### src/rtl/jedro_1_mem_arbiter_pkg.sv
// Shared types for the jedro_1 memory-side arbiter.
// Holds the arbiter FSM and owner encodings plus the byte-enable width.
package jedro_1_defines;

  localparam int MEM_BE_WIDTH = 4;

  typedef enum logic [1:0] {
    ARB_IDLE = 2'd0,
    ARB_ADDR = 2'd1,
    ARB_RSP  = 2'd2
  } arb_state_t;

  typedef enum logic {
    OWNER_INSTR = 1'b0,
    OWNER_DATA  = 1'b1
  } arb_owner_t;

endpackage

### src/rtl/jedro_1_mem_arbiter_if.sv
// Single-port memory bus: request/grant address phase, rvalid response phase.
// The master drives the request and the slave answers with gnt and rvalid/rdata/err.
interface jedro_1_mem_arbiter_if
  import jedro_1_defines::*;
#(
  parameter int DATA_WIDTH = 32
) ();

  logic                    req;
  logic                    we;
  logic [MEM_BE_WIDTH-1:0] be;
  logic [DATA_WIDTH-1:0]   addr;
  logic [DATA_WIDTH-1:0]   wdata;
  logic                    gnt;
  logic                    rvalid;
  logic [DATA_WIDTH-1:0]   rdata;
  logic                    err;

  modport master (
    output req, we, be, addr, wdata,
    input  gnt, rvalid, rdata, err
  );

  modport slave (
    input  req, we, be, addr, wdata,
    output gnt, rvalid, rdata, err
  );

endinterface

### src/rtl/jedro_1_mem_arbiter_watchdog.sv
// Response watchdog: counts cycles while enabled and flags the last allowed cycle.
// timeout_o is combinational from the count, so the owner sees it in the TIMEOUT-th cycle.
module jedro_1_arb_watchdog #(
  parameter int TIMEOUT = 64
) (
  input  logic clk_i,
  input  logic rst_i,
  input  logic clr_i,
  input  logic en_i,
  output logic timeout_o
);

  localparam int WD_W = $clog2(TIMEOUT + 1);

  logic [WD_W-1:0] wd_cnt;

  always_ff @(posedge clk_i) begin
    if (rst_i) begin
      wd_cnt <= '0;
    end else if (clr_i) begin
      wd_cnt <= '0;
    end else if (en_i && (wd_cnt != WD_W'(TIMEOUT - 1))) begin
      wd_cnt <= wd_cnt + WD_W'(1);
    end
  end

  assign timeout_o = en_i && (wd_cnt == WD_W'(TIMEOUT - 1));

endmodule

### src/rtl/jedro_1_mem_arbiter.sv
// Serialises the fetch and load/store ports onto one memory bus, one transaction in flight.
// Req to rvalid is 3 cycles with a zero-wait slave; masters stall on gnt, the slave stalls via gnt/rvalid.
module jedro_1_mem_arbiter
  import jedro_1_defines::*;
#(
  parameter int DATA_WIDTH      = 32,
  parameter int MAX_DATA_STREAK = 4,
  parameter int TIMEOUT         = 64
) (
  input  logic                  clk_i,
  input  logic                  rst_i,
  jedro_1_mem_arbiter_if.slave  instr_bus,
  jedro_1_mem_arbiter_if.slave  data_bus,
  jedro_1_mem_arbiter_if.master mem_bus
);

  localparam int STREAK_W = $clog2(MAX_DATA_STREAK + 1);

  arb_state_t          state_q, state_d;
  arb_owner_t          owner_q, owner_d;
  logic [STREAK_W-1:0] streak_q;

  logic any_req;
  logic wd_expire;
  logic wd_timeout;
  logic rsp_done;
  logic arb_fire;

  assign any_req    = instr_bus.req || data_bus.req;
  assign wd_timeout = wd_expire && !mem_bus.rvalid;
  assign rsp_done   = (state_q == ARB_RSP) && (mem_bus.rvalid || wd_expire);
  assign arb_fire   = any_req && ((state_q == ARB_IDLE) || rsp_done);

  // Data normally wins; a full streak with a waiting fetch hands the bus to the fetch.
  assign owner_d = (data_bus.req &&
                    !(instr_bus.req && (streak_q == STREAK_W'(MAX_DATA_STREAK))))
                   ? OWNER_DATA : OWNER_INSTR;

  jedro_1_arb_watchdog #(
    .TIMEOUT (TIMEOUT)
  ) u_watchdog (
    .clk_i     (clk_i),
    .rst_i     (rst_i),
    .clr_i     ((state_q == ARB_ADDR) && mem_bus.gnt),
    .en_i      (state_q == ARB_RSP),
    .timeout_o (wd_expire)
  );

  always_ff @(posedge clk_i) begin
    if (rst_i) begin
      state_q <= ARB_IDLE;
    end else begin
      state_q <= state_d;
    end
  end

  always_comb begin
    state_d = state_q;
    case (state_q)
      ARB_IDLE: if (any_req)     state_d = ARB_ADDR;
      ARB_ADDR: if (mem_bus.gnt) state_d = ARB_RSP;
      ARB_RSP:  if (rsp_done)    state_d = any_req ? ARB_ADDR : ARB_IDLE;
      default:                   state_d = ARB_IDLE;
    endcase
  end

  always_ff @(posedge clk_i) begin
    if (rst_i) begin
      owner_q <= OWNER_DATA;
    end else if (arb_fire) begin
      owner_q <= owner_d;
    end
  end

  always_ff @(posedge clk_i) begin
    if (rst_i || !instr_bus.req) begin
      streak_q <= '0;
    end else if (arb_fire) begin
      if (owner_d == OWNER_INSTR) begin
        streak_q <= '0;
      end else if (streak_q != STREAK_W'(MAX_DATA_STREAK)) begin
        streak_q <= streak_q + STREAK_W'(1);
      end
    end
  end

  always_comb begin
    mem_bus.req      = 1'b0;
    mem_bus.we       = 1'b0;
    mem_bus.be       = '0;
    mem_bus.addr     = '0;
    mem_bus.wdata    = '0;
    instr_bus.gnt    = 1'b0;
    instr_bus.rvalid = 1'b0;
    instr_bus.rdata  = '0;
    instr_bus.err    = 1'b0;
    data_bus.gnt     = 1'b0;
    data_bus.rvalid  = 1'b0;
    data_bus.rdata   = '0;
    data_bus.err     = 1'b0;
    case (state_q)
      ARB_ADDR: begin
        mem_bus.req = 1'b1;
        if (owner_q == OWNER_INSTR) begin
          mem_bus.be    = '1;
          mem_bus.addr  = instr_bus.addr;
          instr_bus.gnt = mem_bus.gnt;
        end else begin
          mem_bus.we    = data_bus.we;
          mem_bus.be    = data_bus.be;
          mem_bus.addr  = data_bus.addr;
          mem_bus.wdata = data_bus.wdata;
          data_bus.gnt  = mem_bus.gnt;
        end
      end
      ARB_RSP: begin
        // A watchdog expiry looks like an error response with zero data.
        if (owner_q == OWNER_INSTR) begin
          instr_bus.rvalid = mem_bus.rvalid || wd_timeout;
          instr_bus.rdata  = mem_bus.rvalid ? mem_bus.rdata : '0;
          instr_bus.err    = (mem_bus.rvalid && mem_bus.err) || wd_timeout;
        end else begin
          data_bus.rvalid  = mem_bus.rvalid || wd_timeout;
          data_bus.rdata   = mem_bus.rvalid ? mem_bus.rdata : '0;
          data_bus.err     = (mem_bus.rvalid && mem_bus.err) || wd_timeout;
        end
      end
      default: ;
    endcase
  end

endmodule

### src/flat_wrapper.sv
// flat-port wrapper written by rule: the top's interface ports become plain ports
module jedro_1_mem_arbiter_flat import jedro_1_defines::*;
#(
  parameter int DATA_WIDTH      = 32,
  parameter int MAX_DATA_STREAK = 4,
  parameter int TIMEOUT         = 64
)
  (clk_i, rst_i, instr_bus_req, instr_bus_we, instr_bus_be, instr_bus_addr, instr_bus_wdata, instr_bus_gnt, instr_bus_rvalid, instr_bus_rdata, instr_bus_err, data_bus_req, data_bus_we, data_bus_be, data_bus_addr, data_bus_wdata, data_bus_gnt, data_bus_rvalid, data_bus_rdata, data_bus_err, mem_bus_req, mem_bus_we, mem_bus_be, mem_bus_addr, mem_bus_wdata, mem_bus_gnt, mem_bus_rvalid, mem_bus_rdata, mem_bus_err);
  jedro_1_mem_arbiter_if #(.DATA_WIDTH(DATA_WIDTH)) instr_bus_i ();
  jedro_1_mem_arbiter_if #(.DATA_WIDTH(DATA_WIDTH)) data_bus_i ();
  jedro_1_mem_arbiter_if #(.DATA_WIDTH(DATA_WIDTH)) mem_bus_i ();
  input  logic clk_i;
  input  logic rst_i;
  input wire logic [$bits(instr_bus_i.req)-1:0] instr_bus_req;
  input wire logic [$bits(instr_bus_i.we)-1:0] instr_bus_we;
  input wire logic [$bits(instr_bus_i.be)-1:0] instr_bus_be;
  input wire logic [$bits(instr_bus_i.addr)-1:0] instr_bus_addr;
  input wire logic [$bits(instr_bus_i.wdata)-1:0] instr_bus_wdata;
  output wire logic [$bits(instr_bus_i.gnt)-1:0] instr_bus_gnt;
  output wire logic [$bits(instr_bus_i.rvalid)-1:0] instr_bus_rvalid;
  output wire logic [$bits(instr_bus_i.rdata)-1:0] instr_bus_rdata;
  output wire logic [$bits(instr_bus_i.err)-1:0] instr_bus_err;
  input wire logic [$bits(data_bus_i.req)-1:0] data_bus_req;
  input wire logic [$bits(data_bus_i.we)-1:0] data_bus_we;
  input wire logic [$bits(data_bus_i.be)-1:0] data_bus_be;
  input wire logic [$bits(data_bus_i.addr)-1:0] data_bus_addr;
  input wire logic [$bits(data_bus_i.wdata)-1:0] data_bus_wdata;
  output wire logic [$bits(data_bus_i.gnt)-1:0] data_bus_gnt;
  output wire logic [$bits(data_bus_i.rvalid)-1:0] data_bus_rvalid;
  output wire logic [$bits(data_bus_i.rdata)-1:0] data_bus_rdata;
  output wire logic [$bits(data_bus_i.err)-1:0] data_bus_err;
  output wire logic [$bits(mem_bus_i.req)-1:0] mem_bus_req;
  output wire logic [$bits(mem_bus_i.we)-1:0] mem_bus_we;
  output wire logic [$bits(mem_bus_i.be)-1:0] mem_bus_be;
  output wire logic [$bits(mem_bus_i.addr)-1:0] mem_bus_addr;
  output wire logic [$bits(mem_bus_i.wdata)-1:0] mem_bus_wdata;
  input wire logic [$bits(mem_bus_i.gnt)-1:0] mem_bus_gnt;
  input wire logic [$bits(mem_bus_i.rvalid)-1:0] mem_bus_rvalid;
  input wire logic [$bits(mem_bus_i.rdata)-1:0] mem_bus_rdata;
  input wire logic [$bits(mem_bus_i.err)-1:0] mem_bus_err;
  assign instr_bus_i.req = instr_bus_req;
  assign instr_bus_i.we = instr_bus_we;
  assign instr_bus_i.be = instr_bus_be;
  assign instr_bus_i.addr = instr_bus_addr;
  assign instr_bus_i.wdata = instr_bus_wdata;
  assign instr_bus_gnt = instr_bus_i.gnt;
  assign instr_bus_rvalid = instr_bus_i.rvalid;
  assign instr_bus_rdata = instr_bus_i.rdata;
  assign instr_bus_err = instr_bus_i.err;
  assign data_bus_i.req = data_bus_req;
  assign data_bus_i.we = data_bus_we;
  assign data_bus_i.be = data_bus_be;
  assign data_bus_i.addr = data_bus_addr;
  assign data_bus_i.wdata = data_bus_wdata;
  assign data_bus_gnt = data_bus_i.gnt;
  assign data_bus_rvalid = data_bus_i.rvalid;
  assign data_bus_rdata = data_bus_i.rdata;
  assign data_bus_err = data_bus_i.err;
  assign mem_bus_req = mem_bus_i.req;
  assign mem_bus_we = mem_bus_i.we;
  assign mem_bus_be = mem_bus_i.be;
  assign mem_bus_addr = mem_bus_i.addr;
  assign mem_bus_wdata = mem_bus_i.wdata;
  assign mem_bus_i.gnt = mem_bus_gnt;
  assign mem_bus_i.rvalid = mem_bus_rvalid;
  assign mem_bus_i.rdata = mem_bus_rdata;
  assign mem_bus_i.err = mem_bus_err;
  jedro_1_mem_arbiter #(.DATA_WIDTH(DATA_WIDTH), .MAX_DATA_STREAK(MAX_DATA_STREAK), .TIMEOUT(TIMEOUT)) u_core (.clk_i(clk_i), .rst_i(rst_i), .instr_bus(instr_bus_i), .data_bus(data_bus_i), .mem_bus(mem_bus_i));
endmodule
### config.mk
export PLATFORM = sky130hd
export DESIGN_NAME = jedro_1_mem_arbiter_flat
export DESIGN_NICKNAME = d
export VERILOG_FILES = /design/src/rtl/jedro_1_mem_arbiter_pkg.sv /design/src/rtl/jedro_1_mem_arbiter_if.sv /design/src/rtl/jedro_1_mem_arbiter_watchdog.sv /design/src/rtl/jedro_1_mem_arbiter.sv /design/src/flat_wrapper.sv
export SDC_FILE = /design/constraint.sdc
export NUM_CORES = 1
export LEC_CHECK = 0
export BUFFER_PORTS_ARGS = -buffer_cell sky130_fd_sc_hd__buf_2
export CORE_AREA = 5 5 121 123
export CTS_CLUSTER_DIAMETER = 200
export DETAILED_ROUTE_END_ITERATION = 16
export DIE_AREA = 0 0 126 128
export MAX_ROUTING_LAYER = met4
export SLEW_MARGIN = 20
export SYNTH_ARGS = -nofsm -noshare
export SYNTH_HDL_FRONTEND = slang
export SYNTH_SLANG_ARGS = --single-unit
### constraint.sdc
create_clock -name clk_i -period 2.4 [get_ports clk_i]
set_input_delay 0 -clock clk_i [delete_from_list [all_inputs] [get_ports clk_i]]
set_output_delay 0 -clock clk_i [all_outputs]
set_load 0.01 [all_outputs]
==> summary.log, run 1 <==
INFO  outcome        run_status=finished clean
INFO  synthesis      synth_top_cell_by_area=sky130_fd_sc_hd__nor2_1
INFO  critical_path  reg2reg_setup_slack=0.39ns
INFO  place          detailed_place_hpwl=8169um
INFO  cts            clock-sinks=13
INFO  synthesis      synth_top_cell_area_share=22.08%
INFO  routing        num_vias=3,044
INFO  routing        wl=9791um
INFO  timing         rsz0062_at_grt=no
INFO  timing         timing.fmax=497.9MHz
INFO  critical_path  critical_path_type=flop to flop
INFO  critical_path  critical_path.top_delay_family=simple AND/OR/NAND/NOR gates
INFO  grt            grt_first_pass_wirelength=14,460um
INFO  timing         fin_worst_skew=0.001433ns
INFO  synthesis      ys_seq_area_share=13.67%
INFO  cells_and_area final_layout_size_suffix_gt1_share=51.13%
INFO  synthesis      synth-edff-count=0
INFO  timing         hold_viol_final=0
INFO  synthesis      synthMostInstantiatedCell=sky130_fd_sc_hd__nor2_1
INFO  cells_and_area flow.area_growth_from_synthesis=87.12%
INFO  grt            grt-ovfl-total=0
INFO  synthesis      synthCells=314
INFO  critical_path  worstReg2RegStart=u_core.u_watchdog.wd_cnt[0]
INFO  timing         tightestPinTransition=0.6288ns
INFO  critical_path  slowest_stage=sky130_fd_sc_hd__or4_1
INFO  routing        drt_drc_violations_left=0
INFO  critical_path  worstPathMaxFanout=7
INFO  synthesis      ys_async_sr_fraction=0%
INFO  synthesis      netlist_area=1904um2
INFO  critical_path  timing.critical_path.to_type=flop
INFO  cts            worst_skew_pair.late_latency=0.24ns
INFO  cts            clk_transition_reported_paths=0.04ns
INFO  power          power.static_leakage=2.400nW
INFO  timing         finalSetupTns=0ns
INFO  cts            cts_made_buffers=3
INFO  floorplan      fp-row-count=43
INFO  routing        route.detailed.wl_per_inst=12.90um
INFO  synthesis      synth_top_cells_by_count=sky130_fd_sc_hd__nor2_1, sky130_fd_sc_hd__nand2_1, sky130_fd_sc_hd__and3_1, sky130_fd_sc_hd__mux2i_1, sky130_fd_sc_hd__clkbuf_1
INFO  cts            cts_repair_resize_count=0
INFO  timing         worst_hold_slack_across_all_endpoints=0.07911ns
INFO  floorplan      num_io_pins=317
INFO  critical_path  worst_path_largest_cell_delay=0.50ns
INFO  synthesis      ys.flop_type=sky130_fd_sc_hd__dfxtp_1
INFO  power          power.ir.vdd_worst=0.1638mV
INFO  floorplan      fp.dieW=126um
INFO  synthesis      synth.lib_cells_used.distinct=36
INFO  critical_path  crit_chain=ha_1 > nand3_1 > o311a_4 > or4_1 > a32o_1
INFO  synthesis      synth.ff_latch_count=13
INFO  run            maxCapViolations=0
INFO  timing         worst_slew_margin_rel=57.64%
INFO  cts            cts_tree=yes
INFO  routing        via_density_per_instance=4.011
INFO  cts            max-clock-path-buffers=2
INFO  cells_and_area fillers=1,575
INFO  place          portBuffers=279
INFO  timing         timing_max_transition_violations_final=0
INFO  cts            cts_root_buf=sky130_fd_sc_hd__clkbuf_16
INFO  routing        detail-route-antenna-nets=0
INFO  synthesis      syn_area_per_cell=6.065um2
INFO  place          final_weighted_congestion_of_routability_driven_global_placement=0.7593
INFO  grt            global_route.usage.total=11.11%
INFO  hold_path      worst_hold_check_path_type=input pin to flop
INFO  cells_and_area combined_area_of_the_multi_input_logic_cells=1491um2
INFO  floorplan      die_height=128um
INFO  synthesis      synthTopCellsByArea=sky130_fd_sc_hd__nor2_1, sky130_fd_sc_hd__mux2i_1, sky130_fd_sc_hd__dfxtp_1, sky130_fd_sc_hd__and3_1, sky130_fd_sc_hd__nand2_1
INFO  critical_path  startpoint_type=flop
INFO  cells_and_area nets=758
INFO  timing         setup_violations=0
INFO  floorplan      core_area=13,560um2
INFO  cts            cts_htree_levels=1
INFO  synthesis      yosys_warnings=0
INFO  grt            grt_start_max_net_pins=54
INFO  hold_path      holdCritStartpoint=data_bus_req
INFO  grt            grt_antenna_before_repair=2
INFO  timing         min_period=2.009ns
INFO  cells_and_area area.sequential=261.5um2
INFO  power          p_per_area=305.1nW/um2
INFO  critical_path  critPathBufInv=0
INFO  synthesis      synth.net_count=494
INFO  critical_path  signal_arrival_time_at_the_worst_endpoint=2.14ns
INFO  floorplan      floorplan.die_area=16,130um2
INFO  timing         period_share=83.69%
INFO  routing        initialDrtViolationCount=114
INFO  routing        drtPass1Iterations=4
INFO  critical_path  timing.critical_path.from=u_core.u_watchdog.wd_cnt[0]
INFO  critical_path  critical_path_required=2.53ns
INFO  grt            number_of_global_route_vias_before_repair=2,842
INFO  floorplan      effective_utilization_at_floorplan=14.05%
==> kinds of logic after synthesis <==
family | share of synthesized area [%]
XOR/XNOR | 1.839
AO/OA/AOI/OAI | 7.096
multiplexers | 18.40
flip-flops | 13.67
buffers and inverters | 8.016
adder cells (fa/ha/maj) | 1.971
AND/OR/NAND/NOR | 49.02
==> power by group <==
| part | switching (mW) | leakage [nW] | total (mW) | internal (mW) |
|---|---|---|---|---|
| registers | 0.0190 | 0.105 | 0.242 | 0.223 |
| logic | 0.278 | 2.26 | 0.531 | 0.253 |
| clock network | 0.0901 | 0.0382 | 0.314 | 0.224 |
| total | 0.387 | 2.40 | 1.09 | 0.700 |
==> final timing paths <==
kind,end,cells past startpoint
hold / removal,u_core.streak_q[1],3
setup reg to reg,u_core.streak_q[2],5
hold reg to reg,u_core.u_watchdog.wd_cnt[6],2
setup / recovery,u_core.streak_q[2],5
==> registers in the layout, summed over array words and instances, names as in the netlist <==
| register | count |
|---|---|
| u_core.state_q | 2 |
| u_core.u_watchdog.wd_cnt | 7 |
| u_core.streak_q | 3 |
| u_core.owner_q | 1 |
==> metal layers <==
metal	global-route usage, %	part of all wire (%)	vias to the layer above
met4	2.334	1.1	0
met1	13.41	41	1345
met3	2.792	8.5	9
li1	-	-	1560
met5	-	0	-
met2	18.84	49	130
==> placed cells by master (no fill, tap or decap), types with 2 or more instances in the layout <==
cell / n
sky130_fd_sc_hd__inv_1: 10
sky130_fd_sc_hd__diode_2: 2
sky130_fd_sc_hd__xor2_1: 4
sky130_fd_sc_hd__nor3_1: 3
sky130_fd_sc_hd__o211ai_1: 3
sky130_fd_sc_hd__clkbuf_16: 3
sky130_fd_sc_hd__dfxtp_1: 12
sky130_fd_sc_hd__buf_4: 5
sky130_fd_sc_hd__and3_1: 35
sky130_fd_sc_hd__mux2i_1: 35
sky130_fd_sc_hd__a21oi_1: 5
sky130_fd_sc_hd__nand2_1: 38
sky130_fd_sc_hd__nand3_1: 2
sky130_fd_sc_hd__nor2_1: 112
sky130_fd_sc_hd__nand2b_1: 3
sky130_fd_sc_hd__o21ai_0: 2
sky130_fd_sc_hd__buf_2: 279
sky130_fd_sc_hd__nor2b_1: 2
sky130_fd_sc_hd__ha_1: 3
==> area by class of cell <==
type                    count  area share, %
multi-input cells         264          41.85
repair buffers            286          41.08
flip-flops and latches     13          7.338
well taps                 180          6.320
clock buffers               4          2.212
inverters                  10          1.053
diodes                      2         0.1404
==> metrics by stage <==
step	total power, mW	cell area [um2]	instances	utilization [%]	setup WS, ns
after floorplan	0.5250	1904	314	-	0.5191
after global placement	0.7789	3470	752	25.59	0.4340
after detailed placement	0.7823	3470	752	25.59	0.4180
after CTS	1.103	3558	757	26.25	0.4018
after global routing	1.161	3563	759	26.28	0.3132
final	1.087	3563	759	26.28	0.3914
==> repair_timing <==
item                                   in CTS  in global routing
endpoints found under the hold margin       2                  0
setup buffers                               0                  0
hold buffers                                1                  0
==> worst register-to-register path: stages (launching register included) <==
cell                      delay (ns)
sky130_fd_sc_hd__dfxtp_1        0.36
sky130_fd_sc_hd__ha_1           0.18
sky130_fd_sc_hd__nand3_1        0.22
sky130_fd_sc_hd__o311a_4        0.38
sky130_fd_sc_hd__or4_1          0.50
sky130_fd_sc_hd__a32o_1         0.26
Power figures use the tool's default switching activity.
==> run 2: changes to the inputs <==
--- a/config.mk
+++ b/config.mk
@@ -6,10 +6,10 @@
 export NUM_CORES = 1
 export LEC_CHECK = 0
 export BUFFER_PORTS_ARGS = -buffer_cell sky130_fd_sc_hd__buf_2
-export CORE_AREA = 5 5 121 123
+export CORE_AREA = 5 5 122 124
 export CTS_CLUSTER_DIAMETER = 200
 export DETAILED_ROUTE_END_ITERATION = 16
-export DIE_AREA = 0 0 126 128
+export DIE_AREA = 0 0 127 129
 export MAX_ROUTING_LAYER = met4
 export SLEW_MARGIN = 20
 export SYNTH_ARGS = -nofsm -noshare
==> constraint.sdc (replaced) <==
create_clock -name clk_i -period 1.7 [get_ports clk_i]
set_input_delay 0 -clock clk_i [delete_from_list [all_inputs] [get_ports clk_i]]
set_output_delay 0 -clock clk_i [all_outputs]
set_load 0.01 [all_outputs]
==> run 2 against run 1 <==
Combinational power is 50% higher. Largest power group unchanged. Critical path type is now flop to output port. The flow now finishes with violations (setup timing). Register-to-register slack worse by 0.35 ns. Via count is 2.9% higher. Routed wire length is 6.9% higher. Critical path depth is 2 higher. Setup slack worse by 0.45 ns. Cell count is 2.0% higher. Clock power is 44% higher. Sequential share of layout area is 0.20 points lower. First-iteration DRC count is 32% higher.
==> summary.log, run 2 (synthesis results as in run 1) <==
INFO  cells_and_area layout_common_cells=sky130_fd_sc_hd__buf_2, sky130_fd_sc_hd__nor2_1, sky130_fd_sc_hd__nand2_1, sky130_fd_sc_hd__and3_1, sky130_fd_sc_hd__mux2i_1
INFO  critical_path  worstPathMaxFanout=2 [-5]
INFO  run            maxCapViolations=0 [unchanged]
INFO  grt            grt-ovfl-total=0 [unchanged]
INFO  power          power.static_leakage=2.488nW [+3.6%]
INFO  cts            cts_tree=yes
INFO  cts            clock-sinks=13 [unchanged]
INFO  cells_and_area max_flop_register=u_core.u_watchdog.wd_cnt
INFO  timing         min_period=1.759ns
INFO  critical_path  signal_arrival_time_at_the_worst_endpoint=1.76ns [-0.38 ns]
INFO  power          power.ir.vdd_worst=0.4144mV [+150%]
INFO  routing        route.detailed.wl_per_inst=13.53um [+4.9%]
INFO  timing         postLayoutSetupSlackWorst=-0.05926ns [-0.4507 ns]
INFO  cells_and_area final_layout_size_suffix_gt1_share=54.55% [+3.4 points]
INFO  cts            cts_root_buf=sky130_fd_sc_hd__clkbuf_16
INFO  timing         timing.fmax=568.4MHz
INFO  critical_path  timing.critical_path.to_type=output port
INFO  timing         timing_max_transition_violations_final=0 [unchanged]
INFO  floorplan      fp.dieW=127um [+0.79%]
INFO  cells_and_area number_of_diodes=0 [-2]
INFO  critical_path  critical_path_type=flop to output port
INFO  timing         fin_worst_skew=0.002294ns [+0.0008612 ns]
INFO  grt            global_route.usage.total=11.48% [+0.37 points]
INFO  power          switching_share=35.98% [+0.38 points]
INFO  floorplan      num_io_pins=317 [unchanged]
INFO  cells_and_area final_design_area_no_fill=3751um2 [+5.3%]
INFO  grt            number_of_global_route_vias_before_repair=2,833 [-0.32%]
INFO  power          total_power=1.577mW [+45%]
INFO  hold_path      worst_hold_check_path_type=input pin to flop
INFO  grt            grt_antenna_before_repair=0 [-2]
INFO  power          power.switching=0.5674mW [+47%]
INFO  critical_path  worst_path_largest_cell_delay=0.37ns [-0.13 ns]
INFO  timing         worst_slew_margin_rel=73.57% [+16 points]
INFO  hold_path      holdPathStages=3 [unchanged]
INFO  power          seq_power_share=20.8% [-1.5 points]
INFO  place          placed_cell_area=3602um2 [+3.8%]
INFO  critical_path  crit_chain=ha_4 > nand3_4 > buf_6 > o41a_1 > o21bai_4 > nor2_1 > buf_2
INFO  critical_path  critPathBufInv=2 [+2]
INFO  place          detailed_place_hpwl=8836um [+8.2%]
INFO  place          final_weighted_congestion_of_routability_driven_global_placement=0.7508 [-1.1%]
INFO  floorplan      core_area=13,670um2 [+0.79%]
INFO  routing        via_density_per_instance=4.047 [+0.90%]
INFO  cells_and_area mostFrequentLayoutCell=sky130_fd_sc_hd__buf_2
INFO  cts            clk_transition_reported_paths=0.05ns [about the same]
INFO  routing        initialDrtViolationCount=151 [+32%]
INFO  cells_and_area flow.area_growth_from_synthesis=96.98%
INFO  routing        detail-route-antenna-nets=0 [unchanged]
INFO  routing        drtPass1Iterations=4 [unchanged]
INFO  floorplan      fp-row-count=43 [unchanged]
INFO  timing         setup_violations=2 [+2]
INFO  floorplan      floorplan.die_area=16,380um2 [+1.6%]
INFO  critical_path  slowest_stage=sky130_fd_sc_hd__o41a_1
INFO  routing        num_vias=3,132 [+2.9%]
INFO  critical_path  critical_path_cell_count=7 [+2]
INFO  floorplan      effective_utilization_at_floorplan=13.94% [-0.11 points]
INFO  power          p_per_area=420.5nW/um2 [+38%]
INFO  critical_path  worstRegToRegCells=5 [unchanged]
INFO  power          pwr-share-clk=28.6% [-0.3 points]
INFO  power          comb_power_share=50.6% [+1.8 points]
INFO  floorplan      die_height=129um [+0.78%]
INFO  outcome        run_status=complete, but fails checks
INFO  cells_and_area layoutNonFillerInstCount=774 [+2.0%]
INFO  grt            grt_first_pass_wirelength=15,080um [+4.2%]
INFO  timing         finalSetupTns=-0.1106ns [-0.1106 ns]
INFO  place          portBuffers=279 [unchanged]
INFO  cells_and_area reg_top3=u_core.u_watchdog.wd_cnt x7, u_core.streak_q x3, u_core.state_q x2
INFO  critical_path  critical_path.top_delay_family=compound AO/OA/AOI/OAI gates
INFO  timing         hold_viol_final=0 [unchanged]
INFO  place          numPlacedInstances=766 [+1.9%]
INFO  cts            worst_skew_pair.late_latency=0.24ns [about the same]
INFO  cells_and_area largest_register_ffs=7 [unchanged]
INFO  timing         worst_hold_slack_across_all_endpoints=0.08508ns [+0.005970 ns]
INFO  cts            cts_made_buffers=3 [unchanged]
INFO  routing        drt_drc_violations_left=0 [unchanged]
INFO  critical_path  critical_path_required=1.70ns [-0.83 ns]
INFO  critical_path  startpoint_type=flop
INFO  cells_and_area nets=775 [+2.2%]
INFO  power          power.internal=1.010mW [+44%]
INFO  cts            cts_htree_levels=1 [unchanged]
INFO  timing         tightestPinTransition=0.3965ns [-0.2323 ns]
INFO  routing        wl=10,470um [+6.9%]
INFO  outcome        failed_checks=setup timing
INFO  cts            max-clock-path-buffers=2 [unchanged]
INFO  timing         period_share=103.5%
INFO  timing         rsz0062_at_grt=yes
INFO  grt            grt_start_max_net_pins=42 [-22%]
run 2: changes by cell type in the layout (fill, tap and decap cells not counted), moves of 2 or more:
| cell | before | now |
|---|---|---|
| sky130_fd_sc_hd__nor3_1 | 3 | 1 |
| sky130_fd_sc_hd__dfxtp_1 | 12 | 7 |
| sky130_fd_sc_hd__buf_6 | 0 | 2 |
| sky130_fd_sc_hd__diode_2 | 2 | 0 |
| sky130_fd_sc_hd__buf_4 | 5 | 20 |
| sky130_fd_sc_hd__nor3_2 | 0 | 2 |
| sky130_fd_sc_hd__dfxtp_2 | 1 | 6 |
run 2: worst min-delay path: cells and delay by family:
kind,cells,cell delay [ns]
buffers and inverters,1,0.13
muxes,1,0.06
and+or+nand+nor,1,0.08
run 2: layer usage:
metal  share of wire, %  track usage (%)  routed length [um]  vias to the layer above
li1                   -                -                   -                     1600
met1                 42            14.96                4430                     1402
met2                 51            19.89                5348                      124
met3                6.1            1.287                 643                        6
met4               0.46            1.136                  48                        0
met5                  0                -                   0                        -
run 2: final timing paths:
path | start | slack (ns) | endpoint
setup / recovery | u_core.u_watchdog.wd_cnt[0] | -0.06 | instr_bus_err
hold / removal | data_bus_req | 0.09 | u_core.streak_q[1]
setup reg to reg | u_core.u_watchdog.wd_cnt[0] | 0.04 | u_core.streak_q[2]
hold reg to reg | u_core.u_watchdog.wd_cnt[6] | 0.44 | u_core.u_watchdog.wd_cnt[6]
run 2: repair_timing:
action / CTS / global route
resized for setup: 5 / 7
pin swaps: 3 / 8
setup buffers: 2 / 1
cloned: 0 / 0
endpoints found under the setup margin: 3 / 55
hold buffers: 1 / 0
endpoints found under the hold margin: 2 / 0
run 2: power groups by stage:
stage,logic [mW],clock network [mW],registers (mW)
2_1_floorplan,0.416,0,0.326
3_3_place_gp,0.793,0,0.334
3_5_place_dp,0.796,0,0.334
4_1_cts,0.805,0.465,0.328
5_1_grt,0.887,0.476,0.330
6_report,0.799,0.451,0.328
run 2: area by class of cell:
class | count | area (um2)
clock buffers | 4 | 78.83
fillers | 1546 | 9915
inverters | 10 | 37.54
multi-input cells | 264 | 1543
flip-flops and latches | 13 | 267.8
well taps | 180 | 225.2
repair buffers | 303 | 1599
run 2: metrics by stage:
stage	setup slack [ns]	utilization, %
2_1_floorplan	-0.06498	-
3_3_place_gp	-0.05112	26.36
3_5_place_dp	-0.07487	26.36
4_1_cts	-0.1425	27.26
5_1_grt	-0.1006	27.45
6_report	-0.05926	27.45
==> run 3: changes to the inputs <==
--- a/config.mk
+++ b/config.mk
@@ -10,7 +10,9 @@
 export CTS_CLUSTER_DIAMETER = 200
 export DETAILED_ROUTE_END_ITERATION = 16
 export DIE_AREA = 0 0 127 129
+export GPL_TIMING_DRIVEN = 0
 export MAX_ROUTING_LAYER = met4
+export SETUP_SLACK_MARGIN = 0.3
 export SLEW_MARGIN = 20
 export SYNTH_ARGS = -nofsm -noshare
 export SYNTH_HDL_FRONTEND = slang
==> run 3 against run 2 <==
The flow still finishes with violations (setup timing). Via count increased by 3.3%. Clock-buffer cell count unchanged. Combinational power increased by 28%. Largest power group unchanged. Register-to-register slack got worse by 0.09 ns. Critical path type is now flop to flop. Die area unchanged. Non-clock buffer count increased by 27. Worst hold slack improved by 0.0087 ns. Cell count increased by 3.9%. Setup slack improved by 0.0058 ns.
==> summary.log, run 3 (synthesis results as in run 1) <==
INFO  outcome        run_status=complete, but fails checks
INFO  outcome        failed_checks=setup timing
INFO  routing        initialDrtViolationCount=101 [-33%]
INFO  power          comb_power_share=57.2% [+6.6 points]
INFO  place          final_weighted_congestion_of_routability_driven_global_placement=0.7804 [+3.9%]
INFO  cells_and_area flow.area_growth_from_synthesis=130.5%
INFO  grt            grt-ovfl-total=0 [unchanged]
INFO  cts            cts_tree=yes
INFO  cells_and_area max_flop_register=u_core.u_watchdog.wd_cnt
INFO  hold_path      worst_hold_check_path_type=input pin to flop
INFO  timing         worst_slew_margin_rel=71.55% [-2.0 points]
INFO  routing        drt_drc_violations_left=0 [unchanged]
INFO  timing         hold_viol_final=0 [unchanged]
INFO  timing         min_period=1.753ns [-0.005847 ns]
INFO  critical_path  worstPathMaxFanout=3 [+1]
INFO  run            maxCapViolations=0 [unchanged]
INFO  critical_path  startpoint_type=flop
INFO  power          pwr-share-clk=24.6% [-4.0 points]
INFO  routing        route.detailed.wl_per_inst=13.75um [+1.6%]
INFO  timing         tightestPinTransition=0.4268ns [+0.03030 ns]
INFO  cts            cts_root_buf=sky130_fd_sc_hd__clkbuf_16
INFO  cts            max-clock-path-buffers=2 [unchanged]
INFO  cells_and_area final_layout_size_suffix_gt1_share=61.90% [+7.4 points]
INFO  routing        detail-route-antenna-nets=0 [unchanged]
INFO  grt            global_route.usage.total=12.05% [+0.57 points]
INFO  grt            number_of_global_route_vias_before_repair=2,989 [+5.5%]
INFO  critical_path  critical_path_type=flop to flop
INFO  critical_path  critical_path_required=1.83ns [+0.13 ns]
INFO  timing         postLayoutSetupSlackWorst=-0.05341ns [+0.005847 ns]
INFO  critical_path  worst_path_largest_cell_delay=0.50ns [+0.13 ns]
INFO  cts            worst_skew_pair.late_latency=0.24ns [about the same]
INFO  timing         timing.fmax=570.3MHz [+0.33%]
INFO  power          p_per_area=405.0nW/um2 [-3.7%]
INFO  routing        wl=11,050um [+5.5%]
INFO  routing        num_vias=3,236 [+3.3%]
INFO  grt            grt_antenna_before_repair=2 [+2]
INFO  floorplan      fp.dieW=127um [unchanged]
INFO  floorplan      die_height=129um [unchanged]
INFO  grt            grt_start_max_net_pins=11 [-74%]
INFO  cts            cts_htree_levels=1 [unchanged]
INFO  critical_path  critPathBufInv=0 [-2]
INFO  power          switching_share=35.23% [-0.74 points]
INFO  power          power.ir.vdd_worst=0.3412mV [-18%]
INFO  cells_and_area nets=803 [+3.6%]
INFO  routing        drtPass1Iterations=4 [unchanged]
INFO  floorplan      num_io_pins=317 [unchanged]
INFO  timing         setup_violations=3 [+1]
INFO  critical_path  signal_arrival_time_at_the_worst_endpoint=1.88ns [+0.12 ns]
INFO  timing         timing_max_transition_violations_final=0 [unchanged]
INFO  power          power.internal=1.151mW [+14%]
INFO  floorplan      floorplan.die_area=16,380um2 [unchanged]
INFO  power          seq_power_share=18.3% [-2.5 points]
INFO  critical_path  timing.critical_path.to_type=flop
INFO  grt            grt_first_pass_wirelength=15,710um [+4.2%]
INFO  power          power.static_leakage=2.728nW [+9.6%]
INFO  cts            cts_made_buffers=3 [unchanged]
INFO  critical_path  slowest_stage=sky130_fd_sc_hd__or4_4
INFO  place          detailed_place_hpwl=8841um [about the same]
INFO  cells_and_area largest_register_ffs=7 [unchanged]
INFO  cts            clock-sinks=13 [unchanged]
INFO  cts            clk_transition_reported_paths=0.04ns [about the same]
INFO  cells_and_area reg_top3=u_core.u_watchdog.wd_cnt x7, u_core.streak_q x3, u_core.state_q x2
INFO  floorplan      fp-row-count=43 [unchanged]
INFO  cells_and_area mostFrequentLayoutCell=sky130_fd_sc_hd__buf_2
INFO  cells_and_area fillers=1,506 [-2.6%]
INFO  power          total_power=1.778mW [+13%]
INFO  floorplan      effective_utilization_at_floorplan=13.94% [unchanged]
INFO  critical_path  crit_chain=ha_4 > nand3_4 > o311a_4 > or4_4 > a32o_1
INFO  floorplan      core_area=13,670um2 [unchanged]
INFO  power          power.switching=0.6264mW [+10%]
INFO  routing        via_density_per_instance=4.025 [-0.53%]
INFO  timing         finalSetupTns=-0.1105ns [+0.00007000 ns]
INFO  timing         period_share=103.1% [-0.34 points]
INFO  place          pre_cts_ws=-0.3960ns [-0.3211 ns]
INFO  place          portBuffers=278 [-0.36%]
INFO  critical_path  critical_path.top_delay_family=simple AND/OR/NAND/NOR gates
INFO  cells_and_area layout_common_cells=sky130_fd_sc_hd__buf_2, sky130_fd_sc_hd__nor2_1, sky130_fd_sc_hd__nand2_1, sky130_fd_sc_hd__and3_1, sky130_fd_sc_hd__mux2i_1
INFO  timing         fin_worst_skew=0.003541ns [+0.001247 ns]
INFO  timing         rsz0062_at_grt=yes
## run 3: cell types whose count changed in the layout (fill, tap and decap cells not counted), sizes merged
cell / delta
clkinvlp: +1
diode: +2
clkbuf: +24
buf: +3
## run 3: what timing repair did
item                       4_1_cts  5_1_grt
buffers inserted                10        7
hold endpoints to repair         2        0
gates cloned                     4        4
hold buffers                     1        0
setup endpoints to repair      148      137
pin swaps                       18        9
resized for setup               94       47
## run 3: layout make-up
type                            count  area (um2)  share of cell area, %
Antenna cell                        2       5.005                 0.1140
Timing Repair Buffer              303        1690                  38.51
Buffer                             27       341.6                  7.782
Tap cell                          180       225.2                  5.131
Sequential cell                    13       272.8                  6.214
Inverter                           10       40.04                 0.9122
Clock buffer                        4       78.83                  1.796
Timing Repair inverter              1       5.005                 0.1140
Multi-Input combinational cell    264        1730                  39.42
## run 3: routing by layer
| metal | vias up | routed length [um] | share of wire [%] | global-route usage (%) |
|---|---|---|---|---|
| li1 | 1657 | - | - | - |
| met1 | 1443 | 4537 | 41 | 14.98 |
| met2 | 130 | 5564 | 50 | 20.42 |
| met3 | 6 | 899 | 8.1 | 3.445 |
| met4 | 0 | 49 | 0.44 | 0.7571 |
| met5 | - | 0 | 0 | - |
## run 3: final timing paths
check,from,to,slack (ns),cells after the start
hold / removal,data_bus_req,u_core.streak_q[1],0.09,3
hold reg to reg,u_core.u_watchdog.wd_cnt[6],u_core.u_watchdog.wd_cnt[6],0.47,2
setup reg to reg,u_core.u_watchdog.wd_cnt[0],u_core.streak_q[2],-0.05,5
setup / recovery,u_core.u_watchdog.wd_cnt[0],u_core.streak_q[2],-0.05,5
## run 3: through the flow
stage	hold WS (ns)	utilization [%]	instance area (um2)	std cells
floorplan	0.07161	-	1932	314
global placement	0.2265	25.97	3548	772
detailed placement	0.2379	25.97	3548	772
CTS	0.08807	29.97	4095	791
global route	0.1377	32.12	4389	804
finish	0.09377	32.12	4389	804
## run 3: power groups by stage
stage	Combinational, mW	Sequential [mW]	Clock (mW)
finish	1.02	0.325	0.437
global route	1.11	0.326	0.468
CTS	0.956	0.324	0.448
detailed placement	0.797	0.327	0
global placement	0.793	0.327	0
floorplan	0.416	0.326	0
## run 3: tightest hold or removal path, cell delays in order
cell                      delay [ns]
sky130_fd_sc_hd__buf_2          0.13
sky130_fd_sc_hd__nand4_1        0.09
sky130_fd_sc_hd__mux2i_1        0.06
